[src/rtl/ring_read_ctrl_if.sv]
// Handshake/bus bundle between the ring read controller and its surroundings
// (write-side pointer, Round tracker, read RAM and downstream stream).
interface ring_read_ctrl_if #(
  parameter int BufferWidth = 4,
  parameter int DataWidth   = 8
);
  logic [BufferWidth-1:0] W_Addr;
  logic                   Round;
  logic                   Pop;
  logic [BufferWidth-1:0] R_Addr;
  logic [DataWidth-1:0]   Mem_RData;
  logic [DataWidth-1:0]   Out_Data;
  logic                   Out_Valid;
  logic                   Out_Ready;
  logic                   Empty;
  logic [BufferWidth:0]   Count;

  modport master (
    input  W_Addr, Round, Mem_RData, Out_Ready,
    output Pop, R_Addr, Out_Data, Out_Valid, Empty, Count
  );

  modport slave (
    output W_Addr, Round, Mem_RData, Out_Ready,
    input  Pop, R_Addr, Out_Data, Out_Valid, Empty, Count
  );
endinterface

[src/rtl/ring_read_ctrl.sv]
// Read side of a circular line buffer: issues RAM reads from R_Addr and
// streams returned words downstream through a 2-entry skid at 1 word/cycle.
module ring_read_ctrl #(
  parameter int BufferWidth = 4,
  parameter int DataWidth   = 8
) (
  input  logic             clk,
  input  logic             aclr,
  ring_read_ctrl_if.master bus
);

  typedef enum logic [1:0] {SkidEmpty, SkidOne, SkidTwo} skidState_t;

  localparam logic [BufferWidth:0] Depth = (BufferWidth+1)'(2**BufferWidth);

  skidState_t             r_state;
  skidState_t             w_nextState;
  logic [BufferWidth-1:0] r_rAddr;
  logic                   r_inFlight;
  logic [DataWidth-1:0]   r_head;
  logic [DataWidth-1:0]   r_tail;

  logic                   w_empty;
  logic [BufferWidth:0]   w_count;
  logic                   w_valid;
  logic                   w_deq;
  logic                   w_enq;
  logic                   w_pop;
  logic [1:0]             w_occ;
  logic [2:0]             w_pending;
  logic                   w_loadHeadMem;
  logic                   w_loadHeadTail;
  logic                   w_loadTail;

  assign w_empty = (bus.W_Addr == r_rAddr) && !bus.Round;
  assign w_count = bus.Round ? (Depth - {1'b0, r_rAddr} + {1'b0, bus.W_Addr})
                             : ({1'b0, bus.W_Addr} - {1'b0, r_rAddr});

  // A read may issue only if its word will find a free skid slot when it lands.
  assign w_valid   = (r_state != SkidEmpty);
  assign w_deq     = w_valid && bus.Out_Ready;
  assign w_enq     = r_inFlight;
  assign w_pending = {1'b0, w_occ} + {2'b00, r_inFlight} - {2'b00, w_deq};
  assign w_pop     = aclr && !w_empty && (w_pending < 3'd2);

  always_ff @(posedge clk or negedge aclr) begin
    if (!aclr) begin
      r_state <= SkidEmpty;
    end else begin
      r_state <= w_nextState;
    end
  end

  always_comb begin
    w_nextState = r_state;
    case (r_state)
      SkidEmpty: if (w_enq) w_nextState = SkidOne;
      SkidOne: begin
        if (w_enq && !w_deq)      w_nextState = SkidTwo;
        else if (w_deq && !w_enq) w_nextState = SkidEmpty;
      end
      SkidTwo:   if (w_deq) w_nextState = SkidOne;
      default:   w_nextState = SkidEmpty;
    endcase
  end

  always_comb begin
    w_occ          = 2'd0;
    w_loadHeadMem  = 1'b0;
    w_loadHeadTail = 1'b0;
    w_loadTail     = 1'b0;
    case (r_state)
      SkidEmpty: w_loadHeadMem = w_enq;
      SkidOne: begin
        w_occ         = 2'd1;
        w_loadHeadMem = w_enq && w_deq;
        w_loadTail    = w_enq && !w_deq;
      end
      SkidTwo: begin
        w_occ          = 2'd2;
        w_loadHeadTail = w_deq;
      end
      default: w_occ = 2'd0;
    endcase
  end

  // Read pointer, in-flight flag and skid storage; head is the output register.
  always_ff @(posedge clk or negedge aclr) begin
    if (!aclr) begin
      r_rAddr    <= '0;
      r_inFlight <= 1'b0;
      r_head     <= '0;
      r_tail     <= '0;
    end else begin
      r_inFlight <= w_pop;
      if (w_pop) r_rAddr <= r_rAddr + BufferWidth'(1);
      if (w_loadHeadMem)       r_head <= bus.Mem_RData;
      else if (w_loadHeadTail) r_head <= r_tail;
      if (w_loadTail) r_tail <= bus.Mem_RData;
    end
  end

  assign bus.Pop       = w_pop;
  assign bus.R_Addr    = r_rAddr;
  assign bus.Out_Data  = r_head;
  assign bus.Out_Valid = w_valid;
  assign bus.Empty     = w_empty;
  assign bus.Count     = w_count;

endmodule

[src/flat_wrapper.sv]
// flat-port wrapper written by rule: the top's interface ports become plain ports
module ring_read_ctrl_flat 
#(
  parameter int BufferWidth = 4,
  parameter int DataWidth   = 8
)
  (clk, aclr, bus_W_Addr, bus_Round, bus_Mem_RData, bus_Out_Ready, bus_Pop, bus_R_Addr, bus_Out_Data, bus_Out_Valid, bus_Empty, bus_Count);
  ring_read_ctrl_if #(.BufferWidth(BufferWidth), .DataWidth(DataWidth)) bus_i ();
  input  logic clk;
  input  logic aclr;
  input wire logic [$bits(bus_i.W_Addr)-1:0] bus_W_Addr;
  input wire logic [$bits(bus_i.Round)-1:0] bus_Round;
  input wire logic [$bits(bus_i.Mem_RData)-1:0] bus_Mem_RData;
  input wire logic [$bits(bus_i.Out_Ready)-1:0] bus_Out_Ready;
  output wire logic [$bits(bus_i.Pop)-1:0] bus_Pop;
  output wire logic [$bits(bus_i.R_Addr)-1:0] bus_R_Addr;
  output wire logic [$bits(bus_i.Out_Data)-1:0] bus_Out_Data;
  output wire logic [$bits(bus_i.Out_Valid)-1:0] bus_Out_Valid;
  output wire logic [$bits(bus_i.Empty)-1:0] bus_Empty;
  output wire logic [$bits(bus_i.Count)-1:0] bus_Count;
  assign bus_i.W_Addr = bus_W_Addr;
  assign bus_i.Round = bus_Round;
  assign bus_i.Mem_RData = bus_Mem_RData;
  assign bus_i.Out_Ready = bus_Out_Ready;
  assign bus_Pop = bus_i.Pop;
  assign bus_R_Addr = bus_i.R_Addr;
  assign bus_Out_Data = bus_i.Out_Data;
  assign bus_Out_Valid = bus_i.Out_Valid;
  assign bus_Empty = bus_i.Empty;
  assign bus_Count = bus_i.Count;
  ring_read_ctrl #(.BufferWidth(BufferWidth), .DataWidth(DataWidth)) u_core (.clk(clk), .aclr(aclr), .bus(bus_i));
endmodule
[config.mk]
export PLATFORM = sky130hd
export DESIGN_NAME = ring_read_ctrl_flat
export DESIGN_NICKNAME = d
export VERILOG_FILES = /design/src/rtl/ring_read_ctrl_if.sv /design/src/rtl/ring_read_ctrl.sv /design/src/flat_wrapper.sv
export SDC_FILE = /design/constraint.sdc
export NUM_CORES = 1
export LEC_CHECK = 0
export ABC_AREA = 1
export CAP_MARGIN = 20
export CORE_MARGIN = 1
export CORE_UTILIZATION = 52
export CTS_CLUSTER_SIZE = 16
export DETAILED_ROUTE_END_ITERATION = 8
export GPL_TIMING_DRIVEN = 0
export PLACE_DENSITY = 0.85
export SLEW_MARGIN = 20
export SYNTH_ARGS = -nofsm -noshare
export SYNTH_HDL_FRONTEND = slang
export SYNTH_SLANG_ARGS = --single-unit
[constraint.sdc]
create_clock -name clk -period 7.3 [get_ports clk]
set_input_delay 1.095 -clock clk [delete_from_list [all_inputs] [get_ports clk]]
set_output_delay 1.095 -clock clk [all_outputs]
set_load 0.02 [all_outputs]
# After elaboration in Yosys (flattened, before gate mapping)
# Index checks and enable logic that the tools add are counted.
[classes]
n_shift = 0
reduce_logical = 15
n_bitwise = 0
add_sub_neg = 6
magnitude_cmp = 1
n_eq_ne = 6
div_mod_pow = 0
mux = 12
mul = 0
[op_table]
columns = ["op", "count"]
rows = [
  ["$mux W8", 2],
  ["$mux W2", 4],
  ["$logic_and A1 B1 Y1", 7],
  ["$pmux W2 S3", 1],
  ["$add A5 B4 Y5", 1],
  ["$mux W5", 1],
  ["$sub A4 B4 Y5", 1],
  ["$sub A5 B4 Y5 const A", 1],
  ["$add A4 B1 Y4 const B", 1],
  ["$eq A4 B4 Y1", 1],
  ["$logic_not A1 Y1", 4],
  ["$ne A2 B1 Y1 const B", 2],
  ["$pmux W2 S2", 1],
  ["$reduce_bool A2 Y1", 2],
  ["$add A2 B1 Y3", 1],
  ["$lt A3 B2 Y1 const B", 1],
  ["$ne A3 B1 Y1 const B", 1],
  ["$reduce_and A3 Y1", 1],
  ["$sub A3 B1 Y3", 1],
  ["$eq A2 B1 Y1 const B", 1],
  ["$eq A2 B2 Y1 const B", 1],
  ["$logic_not A2 Y1", 1],
  ["$mux W1", 2],
  ["$pmux W1 S2", 1],
]
[totals]
latchBits = 0
register_bits = 23
ramBits = 0
input_bits = 16
output_inout_bits = 20
elab_cells = 45
n_memories = 0
mem_bits_ro = 0

# Longest topological paths before layout
# Gate-level depths: netlist of the first run.
[logic_depth]
ltp_word = 6
depth_mapped = 12
depth_no_buf = 12

# Worst setup path after synthesis of the first run
# No wires, ideal clock.
[synth_path]
kind = "input-to-output"
startpoint = "in bus_Out_Ready"
endpoint = "out bus_Pop"
path_buffers = 0
slack_ps = 3513
cell_stages = 8
required_ps = 6205
t_arrival_ps = 2692
cell_sequence = "nand2_1 ha_1 or2_2 fa_1 nand2_1 a21oi_1 nand3_1 inv_1"
[synth_between]
elab_chain_len = 4
[synth_lines]
columns = ["item", "line", "rtl"]
rows = [
  ["start: declaration", "flat_wrapper.sv:14", "input wire logic [$bits(bus_i.Out_Ready)-1:0] bus_Out_Ready;"],
  ["$logic_and A1 B1 Y1", "ring_read_ctrl.sv:41", "assign w_deq = w_valid && bus.Out_Ready;"],
  ["$sub A3 B1 Y3", "ring_read_ctrl.sv:43", "assign w_pending = {1'b0, w_occ} + {2'b00, r_inFlight} - {2'b00, w_deq};"],
  ["$lt A3 B2 Y1", "ring_read_ctrl.sv:44", "assign w_pop = aclr && !w_empty && (w_pending < 3'd2);"],
  ["$logic_and A1 B1 Y1", "ring_read_ctrl.sv:44", ""],
  ["end: declaration", "flat_wrapper.sv:15", "output wire logic [$bits(bus_i.Pop)-1:0] bus_Pop;"],
]
# No other way between the ends.

# Final worst setup path of the first run
# Same ends and word-level chain as after synthesis.

==> impl_metrics.tcl, run 1 <==
set metrics [dict create \
    status "complete, no violations" \
    min_period_ps 5200 \
    coreArea_mm2 0.00248 \
    yosysWarnings 0 \
    final_util_pct 71.8 \
    hold_slack_ps 516 \
    fmax_mhz 192 \
    std_cell_rows 18 \
    setup_viol 0 \
    r2r_start "u_core.r_state[0]" \
    crit_buf_inv 3 \
    synth_most_common_cell "nand2_1" \
    ys_seq_area_share_pct 42.1 \
    cts_made_buffers 3 \
    power_density_mw_per_mm2 450 \
    end_kind "primary output" \
    area_growth_pct 30.2 \
    clock-root-buffer "clkbuf_4" \
    synth_compound_area_share_pct 11.6 \
    port_buffers 35 \
    slew_viol_final 0 \
    cp_max_fo 6 \
    dp_cells 223 \
    reg2regPathDepth 11 \
    nFillCells 201 \
    antenna_found_initial 0 \
    synthMuxAreaShare_pct 0 \
    cp_slowest_cell "clkdlybuf4s50_1" \
    synthesis.area_mm2 0.00137 \
    final_antenna_net_count 0 \
    crit_chain "clkdlybuf4s50_1 > nand2_1 > ha_1 > or2_2 > fa_1 > nand2_1 > a21oi_1 > nand3_1 > inv_1 > clkdlybuf4s50_1" \
    ios 36 \
    netlist_instances 158 \
    min_from "u_core.r_tail[0]" \
    vias_per_cell 5.45 \
    rsz0062_at_grt "false" \
    first_pass_iters 4 \
    ctsHoldBuffers 0 \
    min_path_type "register to register" \
    wirelength_mm 2.98 \
    tritoncts "built" \
    use_met3_pct 6.90 \
    grt_overflow_total 0 \
    hold_viol 0 \
    placed_area_mm2 0.00175 \
    worstSkewPairLatency_ps 320 \
    final_area_mm2 0.00178 \
    cts.htree.levels 1 \
    min_path_cells 2 \
    slowest_delay_ps 610 \
    rrSetupSlack_ps 4750 \
    min_period_over_period_pct 71.2 \
    synth_common_cells "nand2_1 (32), nand3_1 (24), dfrtp_1 (23)" \
    crit_arrival_ps 4100 \
    grtUsageTotal_pct 25.1 \
    synth_top_cell_by_area "dfrtp_1" \
    layout.cells.non_filler 227 \
    busiest_layer "met2" \
    grt_pass1_wl_mm 4.97 \
    crit_type "input pin to primary output" \
    p_leak_nw 0.859 \
    num_vias 1237 \
    clk_pin_slew_worst_paths_ps 140 \
    synth_top_family_by_area "simple AND/OR/NAND/NOR gates" \
    synth_nets 182 \
    synth.distinct_cells 26 \
    worstHoldEndpoint "u_core.r_tail[0]" \
    post-cts-setup-buffers 0 \
    wl_per_cell_um 13.1 \
    post-dp-hpwl_mm 2.26 \
    grt_pass1_vias 1196 \
    n_antenna_cell 0 \
    post_cts_resize_count 0 \
    required_ps 6200 \
    die_area_mm2 0.00284 \
    die_w_um 53.3 \
    drcViolationCount 0 \
    fin_setup_tns_ps 0 \
    synthArstFlopShare_pct 100 \
    ir_drop_uv 271 \
    grtUsageMet2_pct 47.1 \
    gp_congestion 0.800 \
    cp_top_family "buffers and inverters" \
    worst_slew_pin_slew_ps 532 \
    synth_xor_area_share_pct 1.92 \
    gr-usage-met1_pct 25.6 \
    synth_edf_count 0 \
    crit_cells 10 \
    yosys.area_share.simple_pct 26.3 \
    ys_ff_latch 23 \
    multi_input_area_um2 659 \
    rr_endpoint "u_core.bus.R_Addr[3]" \
    cts_buffer_depth 2 \
    start_util_pct 55.2 \
    crit_path_start_kind "input pin" \
    register_area_um2 576 \
    slew_headroom_pct 64.5 \
    drive_gt1_share_pct 13.2 \
    maxCapViolCount 0 \
    ys.flop_type "dfrtp_1" \
    syn_area_per_cell_um2 8.65 \
    grt_max_degree 25 \
    synthAdderAreaFrac_pct 8.42 \
    finalClockSkew_ps 5.85 \
    synth_area_leaders "dfrtp_1 (42%), nand3_1 (8.8%), nand2_1 (8.8%)" \
    numClockSinks 23 \
    nets 222 \
    synth_top_area_share_pct 42.1 \
    dieHeight_um 53.3 \
    drtIter0Drc 27 \
]
==> worst register-to-register path, stage by stage (launching register included) <==
cell and delay [ps]:
dfrtp_1 490, inv_2 100, nand2_1 90, nand2_1 80, ha_1 300, or2_2 310
fa_1 500, nand2_1 80, a21oi_1 170, nand3_1 190, nand2_1 110, nand2_1 50
==> metal layers <==
metal,vias to the layer above,share of wire (%)
li1,598,-
met1,581,39
met2,52,53
met3,6,7.4
met4,0,0.84
met5,-,0
==> cell families (layout without fill, tap and decap cells) <==
kind of cell,after synthesis,in the layout
buffers and inverters,28,67
xor gates and xnor gates,3,3
and+or+nand+nor,73,73
DFF,23,23
AOI/OAI and AO/OA,23,23
adders and majority gates,8,8
==> how the worst max path moves through the flow <==
stage | start | to | slack (ps)
floorplan | bus_Out_Ready | bus_Pop | 3510
global placement | bus_Out_Ready | bus_Pop | 2170
detailed placement | bus_Out_Ready | bus_Pop | 2110
CTS | bus_Out_Ready | bus_Pop | 2060
global route | bus_Out_Ready | bus_Pop | 1930
finish | bus_Out_Ready | bus_Pop | 2100
==> stage by stage <==
stage / worst slack, ps / total power (W)
finish: 2100 / 0.000800
global route: 1930 / 0.000865
CTS: 2060 / 0.000806
detailed placement: 2110 / 0.000740
global placement: 2170 / 0.000717
floorplan: 3510 / 0.000550
==> state kept, by name, indices dropped and copies added, names as in the netlist <==
register,flops
u_core.bus.R_Addr,4
u_core.r_state,2
u_core.bus.Out_Data,8
u_core.r_tail,8
u_core.r_inFlight,1
==> layout make-up <==
cell class / instances / area share, %
Clock inverter: 1 / 0.422
Sequential cell: 23 / 32.3
Multi-Input combinational cell: 107 / 37.1
Timing Repair Buffer: 35 / 19.4
Clock buffer: 3 / 1.27
Inverter: 26 / 5.63
Buffer: 2 / 1.76
Tap cell: 30 / 2.11
==> cells in the final DEF (no fill, tap or decap), types with 2 or more instances in the layout <==
| cell | n |
|---|---|
| ha_1 | 6 |
| nand2_2 | 2 |
| o211ai_1 | 5 |
| fa_1 | 2 |
| nand2_4 | 2 |
| inv_1 | 22 |
| clkbuf_4 | 3 |
| nand3_2 | 4 |
| dfrtp_1 | 23 |
| xor2_1 | 3 |
| o21ai_0 | 8 |
| o211ai_2 | 3 |
| inv_2 | 3 |
| nor2_1 | 5 |
| nor2_2 | 2 |
| nand2_1 | 32 |
| clkdlybuf4s50_1 | 34 |
| a21oi_1 | 3 |
| nand3_1 | 24 |
==> power breakdown <==
group	total (W)	switching [W]	internal, W
logic	0.000501	0.000281	0.000220
clock network	0.0000624	0.0000415	0.0000210
registers	0.000237	0.0000482	0.000189
total	0.000800	0.000371	0.000430
Note: power is estimated with default switching activity, not from simulation.
==> run 2: changes to the inputs <==
CORE_UTILIZATION = 43   (was 52)
PLACE_DENSITY = 0.75   (was 0.85)
clock period = 4.7 ns   (was 7.3 ns; I/O delays follow)
==> run 2 against run 1 <==
  * Via count fell by 3.6%
  * Non-clock buffer count did not move
  * Setup slack got worse by 1700 ps
  * Total power is 53% higher
  * Die area up 20%
  * Design area increased by 0.77%
  * Register-to-register slack worse by 2500 ps
  * Global-route usage decreased by 6.5 points
  * Sequential share of layout area is 0.25 points lower
  * Worst hold slack worse by 170 ps
  * Critical path depth stayed put
  * Largest power group unchanged
==> impl_metrics.tcl, run 2 (synthesized netlist as in run 1, its figures left out) <==
set metrics [dict create \
    port_buffers 35 \
    gp_congestion 0.821 \
    nFillCells 286 \
    final_antenna_net_count 0 \
    drive_gt1_share_pct 12.7 \
    p_leak_nw 0.860 \
    area_growth_pct 31.2 \
    worst_slew_pin_slew_ps 523 \
    antenna_found_initial 0 \
    rsz0062_at_grt "false" \
    start_util_pct 45.1 \
    post-dp-hpwl_mm 2.26 \
    cp_top_family "buffers and inverters" \
    grt_overflow_total 0 \
    wl_per_cell_um 11.6 \
    final_util_pct 59.2 \
    reg2regPathDepth 11 \
    power_density_mw_per_mm2 682 \
    setup_viol 0 \
    grt_pass1_vias 1151 \
    ir_drop_uv 336 \
    slowest_delay_ps 620 \
    fmax_mhz 230 \
    slew_viol_final 0 \
    cp_max_fo 6 \
    crit_type "input pin to primary output" \
    coreArea_mm2 0.00303 \
    die_area_mm2 0.00341 \
    first_pass_iters 4 \
    dp_cells 237 \
    slew_headroom_pct 65.1 \
    dieHeight_um 58.4 \
    ctsHoldBuffers 0 \
    required_ps 3990 \
    nets 222 \
    fin_setup_tns_ps 0 \
    post_cts_resize_count 0 \
    num_vias 1193 \
    worstSkewPairLatency_ps 310 \
    min_path_type "input pin to async pin" \
    grt_max_degree 25 \
    end_kind "primary output" \
    maxCapViolCount 0 \
    cts.htree.levels 1 \
    vias_per_cell 4.95 \
    layout.cells.non_filler 241 \
    cts_buffer_depth 2 \
    wirelength_mm 2.80 \
    clock-root-buffer "clkbuf_4" \
    finalClockSkew_ps 7.02 \
    rrSetupSlack_ps 2210 \
    mostFrequentLayoutCells "clkdlybuf4s50_1 (34), nand2_1 (32), nand3_1 (24), dfrtp_1 (23), inv_1 (22)" \
    crit_chain "clkdlybuf4s50_1 > nand2_1 > ha_1 > or2_2 > fa_1 > nand2_1 > a21oi_1 > nand3_1 > inv_1 > clkdlybuf4s50_1" \
    post-cts-setup-buffers 0 \
    drcViolationCount 0 \
    tritoncts "built" \
    crit_buf_inv 3 \
    crit_arrival_ps 3630 \
    std_cell_rows 20 \
    cts_made_buffers 3 \
    numClockSinks 23 \
    drtIter0Drc 15 \
    min_period_ps 4340 \
    r2r_start "u_core.r_state[0]" \
    min_period_over_period_pct 92.3 \
    die_w_um 58.4 \
    grtUsageTotal_pct 18.6 \
    hold_viol 0 \
    rr_endpoint "u_core.bus.R_Addr[2]" \
    n_antenna_cell 0 \
    cp_slowest_cell "clkdlybuf4s50_1" \
    crit_path_start_kind "input pin" \
    status "complete, no violations" \
    clk_pin_slew_worst_paths_ps 130 \
    grt_pass1_wl_mm 4.85 \
    ios 36 \
    final_common_cell "clkdlybuf4s50_1" \
]
-- run 2: worst max path at each step --
stage                            from      end  slack (ps)  depth (start not counted)
detailed placement      bus_Out_Ready  bus_Pop         310                         10
floorplan           u_core.r_state[0]  bus_Pop        1660                         10
CTS                     bus_Out_Ready  bus_Pop         310                         10
global placement        bus_Out_Ready  bus_Pop         350                         10
global route            bus_Out_Ready  bus_Pop         170                         10
finish                  bus_Out_Ready  bus_Pop         360                         10
-- run 2: metal layers --
metal  global-route usage, %  share of wire, %
met4                    3.40              0.64
met1                    21.5                43
met5                       0                 0
met2                    35.8                51
met3                    3.30               5.3
-- run 2: layout make-up --
cell class	instances	area, µm²	share of cell area, %
tap	44	55.1	3.07
clock buffer	4	26.3	1.47
timing repair buffer	35	345	19.3
sequential	23	576	32.1
multi-input combinational	107	659	36.8
inverter	26	100	5.58
buffer	2	31.3	1.74
-- run 2: worst reg2reg max path, stage by stage (launching register included) --
cell     delay (ps)
dfrtp_1         500
inv_2           100
nand2_1          90
nand2_1          70
ha_1            290
or2_2           310
fa_1            480
nand2_1          70
a21oi_1         140
nand3_1         180
nand2_1         100
nand2_1          50
-- run 2: stage by stage --
stage          setup WS, ps  hold WS, ps  instance area, µm²  power (W)
2_1_floorplan          1660          409                1370   0.000855
3_3_place_gp            347          469                1770    0.00112
3_5_place_dp            312          485                1770    0.00114
4_1_cts                 314          518                1800    0.00124
5_1_grt                 167          355                1790    0.00134
6_report                362          348                1790    0.00122
-- run 2: power by group --
part           switching, W  total (W)  internal, W
combinational      0.000425   0.000765     0.000340
sequential        0.0000732   0.000367     0.000294
clock             0.0000582  0.0000913    0.0000331
total              0.000556    0.00122     0.000667
==> run 3: changes to the inputs <==
CORE_MARGIN = 2   (was 1)
==> run 3 against run 2 <==
  * Sequential cell count stayed put
  * Clock skew decreased by 1.7 ps
  * Fmax decreased by 1.1%
  * Clock power decreased by 2%
  * Register-to-register slack got worse by 40 ps
  * Global-route usage up 0.20 points
  * Count of clock-buffer cells in the layout unchanged
==> impl_metrics.tcl, run 3 (synthesized netlist as in run 1, its figures left out) <==
set metrics [dict create \
    status "complete, no violations" \
    first_pass_iters 4 \
    slew_headroom_pct 64.7 \
    vias_per_cell 5.11 \
    rsz0062_at_grt "false" \
    cts_made_buffers 3 \
    area_growth_pct 31.2 \
    rr_endpoint "u_core.bus.R_Addr[2]" \
    cp_max_fo 6 \
    grt_pass1_vias 1250 \
    end_kind "primary output" \
    nets 222 \
    dieHeight_um 60.4 \
    worst_slew_pin_slew_ps 529 \
    maxCapViolCount 0 \
    cts_buffer_depth 2 \
    r2r_start "u_core.r_state[0]" \
    gp_congestion 0.782 \
    grt_overflow_total 0 \
    crit_arrival_ps 3680 \
    std_cell_rows 20 \
    mostFrequentLayoutCells "clkdlybuf4s50_1 (34), nand2_1 (32), nand3_1 (24), dfrtp_1 (23), inv_1 (22)" \
    final_util_pct 59.2 \
    reg2regPathDepth 11 \
    clk_pin_slew_worst_paths_ps 120 \
    ir_drop_uv 293 \
    clock-root-buffer "clkbuf_4" \
    fin_ws_ps 313 \
    fmax_mhz 228 \
    tritoncts "built" \
    hold_viol 0 \
    min_path_type "input pin to async pin" \
    num_vias 1232 \
    drive_gt1_share_pct 12.7 \
    min_period_ps 4390 \
    final_common_cell "clkdlybuf4s50_1" \
    slew_viol_final 0 \
    hold_slack_ps 356 \
    numClockSinks 23 \
    n_antenna_cell 0 \
    die_area_mm2 0.00364 \
    start_util_pct 45.1 \
    antenna_found_initial 0 \
    final_area_mm2 0.00179 \
    placed_area_mm2 0.00177 \
    ios 36 \
    post_cts_resize_count 0 \
    worstSkewPairLatency_ps 310 \
    grt_max_degree 25 \
    crit_chain "clkdlybuf4s50_1 > nand2_1 > ha_1 > or2_2 > fa_1 > nand2_1 > a21oi_1 > nand3_1 > inv_1 > clkdlybuf4s50_1" \
    port_buffers 35 \
    fin_setup_tns_ps 0 \
    post-cts-setup-buffers 0 \
    setup_viol 0 \
    die_w_um 60.4 \
    wl_per_cell_um 12.3 \
    slowest_delay_ps 630 \
    cp_slowest_cell "clkdlybuf4s50_1" \
    finalClockSkew_ps 5.31 \
    cts.htree.levels 1 \
    p_leak_nw 0.860 \
    power_density_mw_per_mm2 685 \
    crit_type "input pin to primary output" \
    rrSetupSlack_ps 2170 \
    wirelength_mm 2.96 \
    pre_cts_ws_ps 277 \
    crit_path_start_kind "input pin" \
    required_ps 3990 \
    drtIter0Drc 38 \
    ctsHoldBuffers 0 \
    post-dp-hpwl_mm 2.32 \
    grt_pass1_wl_mm 5.17 \
    final_antenna_net_count 0 \
    grtUsageTotal_pct 18.8 \
    drcViolationCount 0 \
    min_period_over_period_pct 93.3 \
    coreArea_mm2 0.00303 \
]
[run 3: cell counts in the layout (fill, tap and decap cells not counted)]
Identical to the previous run, type by type.
[run 3: critical path: cells and delay by family]
| family | cells | cell delay (ps) |
|---|---|---|
| adders and majority gates | 2 | 780 |
| and+or+nand+nor | 4 | 690 |
| AOI/OAI and AO/OA | 1 | 150 |
| buffers and inverters | 3 | 1360 |
[run 3: how the worst max path moves through the flow]
stage / start / endpoint / slack, ps / cells after the start
after detailed placement: bus_Out_Ready / bus_Pop / 280 / 10
after floorplan: u_core.r_state[0] / bus_Pop / 1660 / 10
after global placement: bus_Out_Ready / bus_Pop / 340 / 10
final: bus_Out_Ready / bus_Pop / 310 / 10
after CTS: bus_Out_Ready / bus_Pop / 280 / 10
after global routing: bus_Out_Ready / bus_Pop / 110 / 10
[run 3: layout make-up]
class / count / area [µm²]
fillers: 287 / 1230
inverters: 26 / 100
flip-flops and latches: 23 / 576
plain buffers: 2 / 31.3
clock buffers: 4 / 26.3
multi-input cells: 107 / 659
well taps: 44 / 55.1
repair buffers: 35 / 345
[run 3: power breakdown]
part | switching, W | internal, W | total [W]
combinational | 0.000431 | 0.000340 | 0.000771
sequential | 0.0000745 | 0.000294 | 0.000368
clock | 0.0000568 | 0.0000331 | 0.0000899
[run 3: metal layers]
metal | vias to the layer above | share of wire [%] | global-route usage [%]
li1 | 599 | - | -
met1 | 586 | 42 | 21.0
met2 | 41 | 52 | 36.0
met3 | 6 | 4.7 | 2.56
met4 | 0 | 1.4 | 6.67
met5 | - | 0 | 0
[run 3: per-stage QoR]
step / power, W / std cells
after floorplan: 0.000855 / 158
after global placement: 0.00112 / 237
after detailed placement: 0.00115 / 237
after CTS: 0.00124 / 241
after global routing: 0.00135 / 241
final: 0.00123 / 241
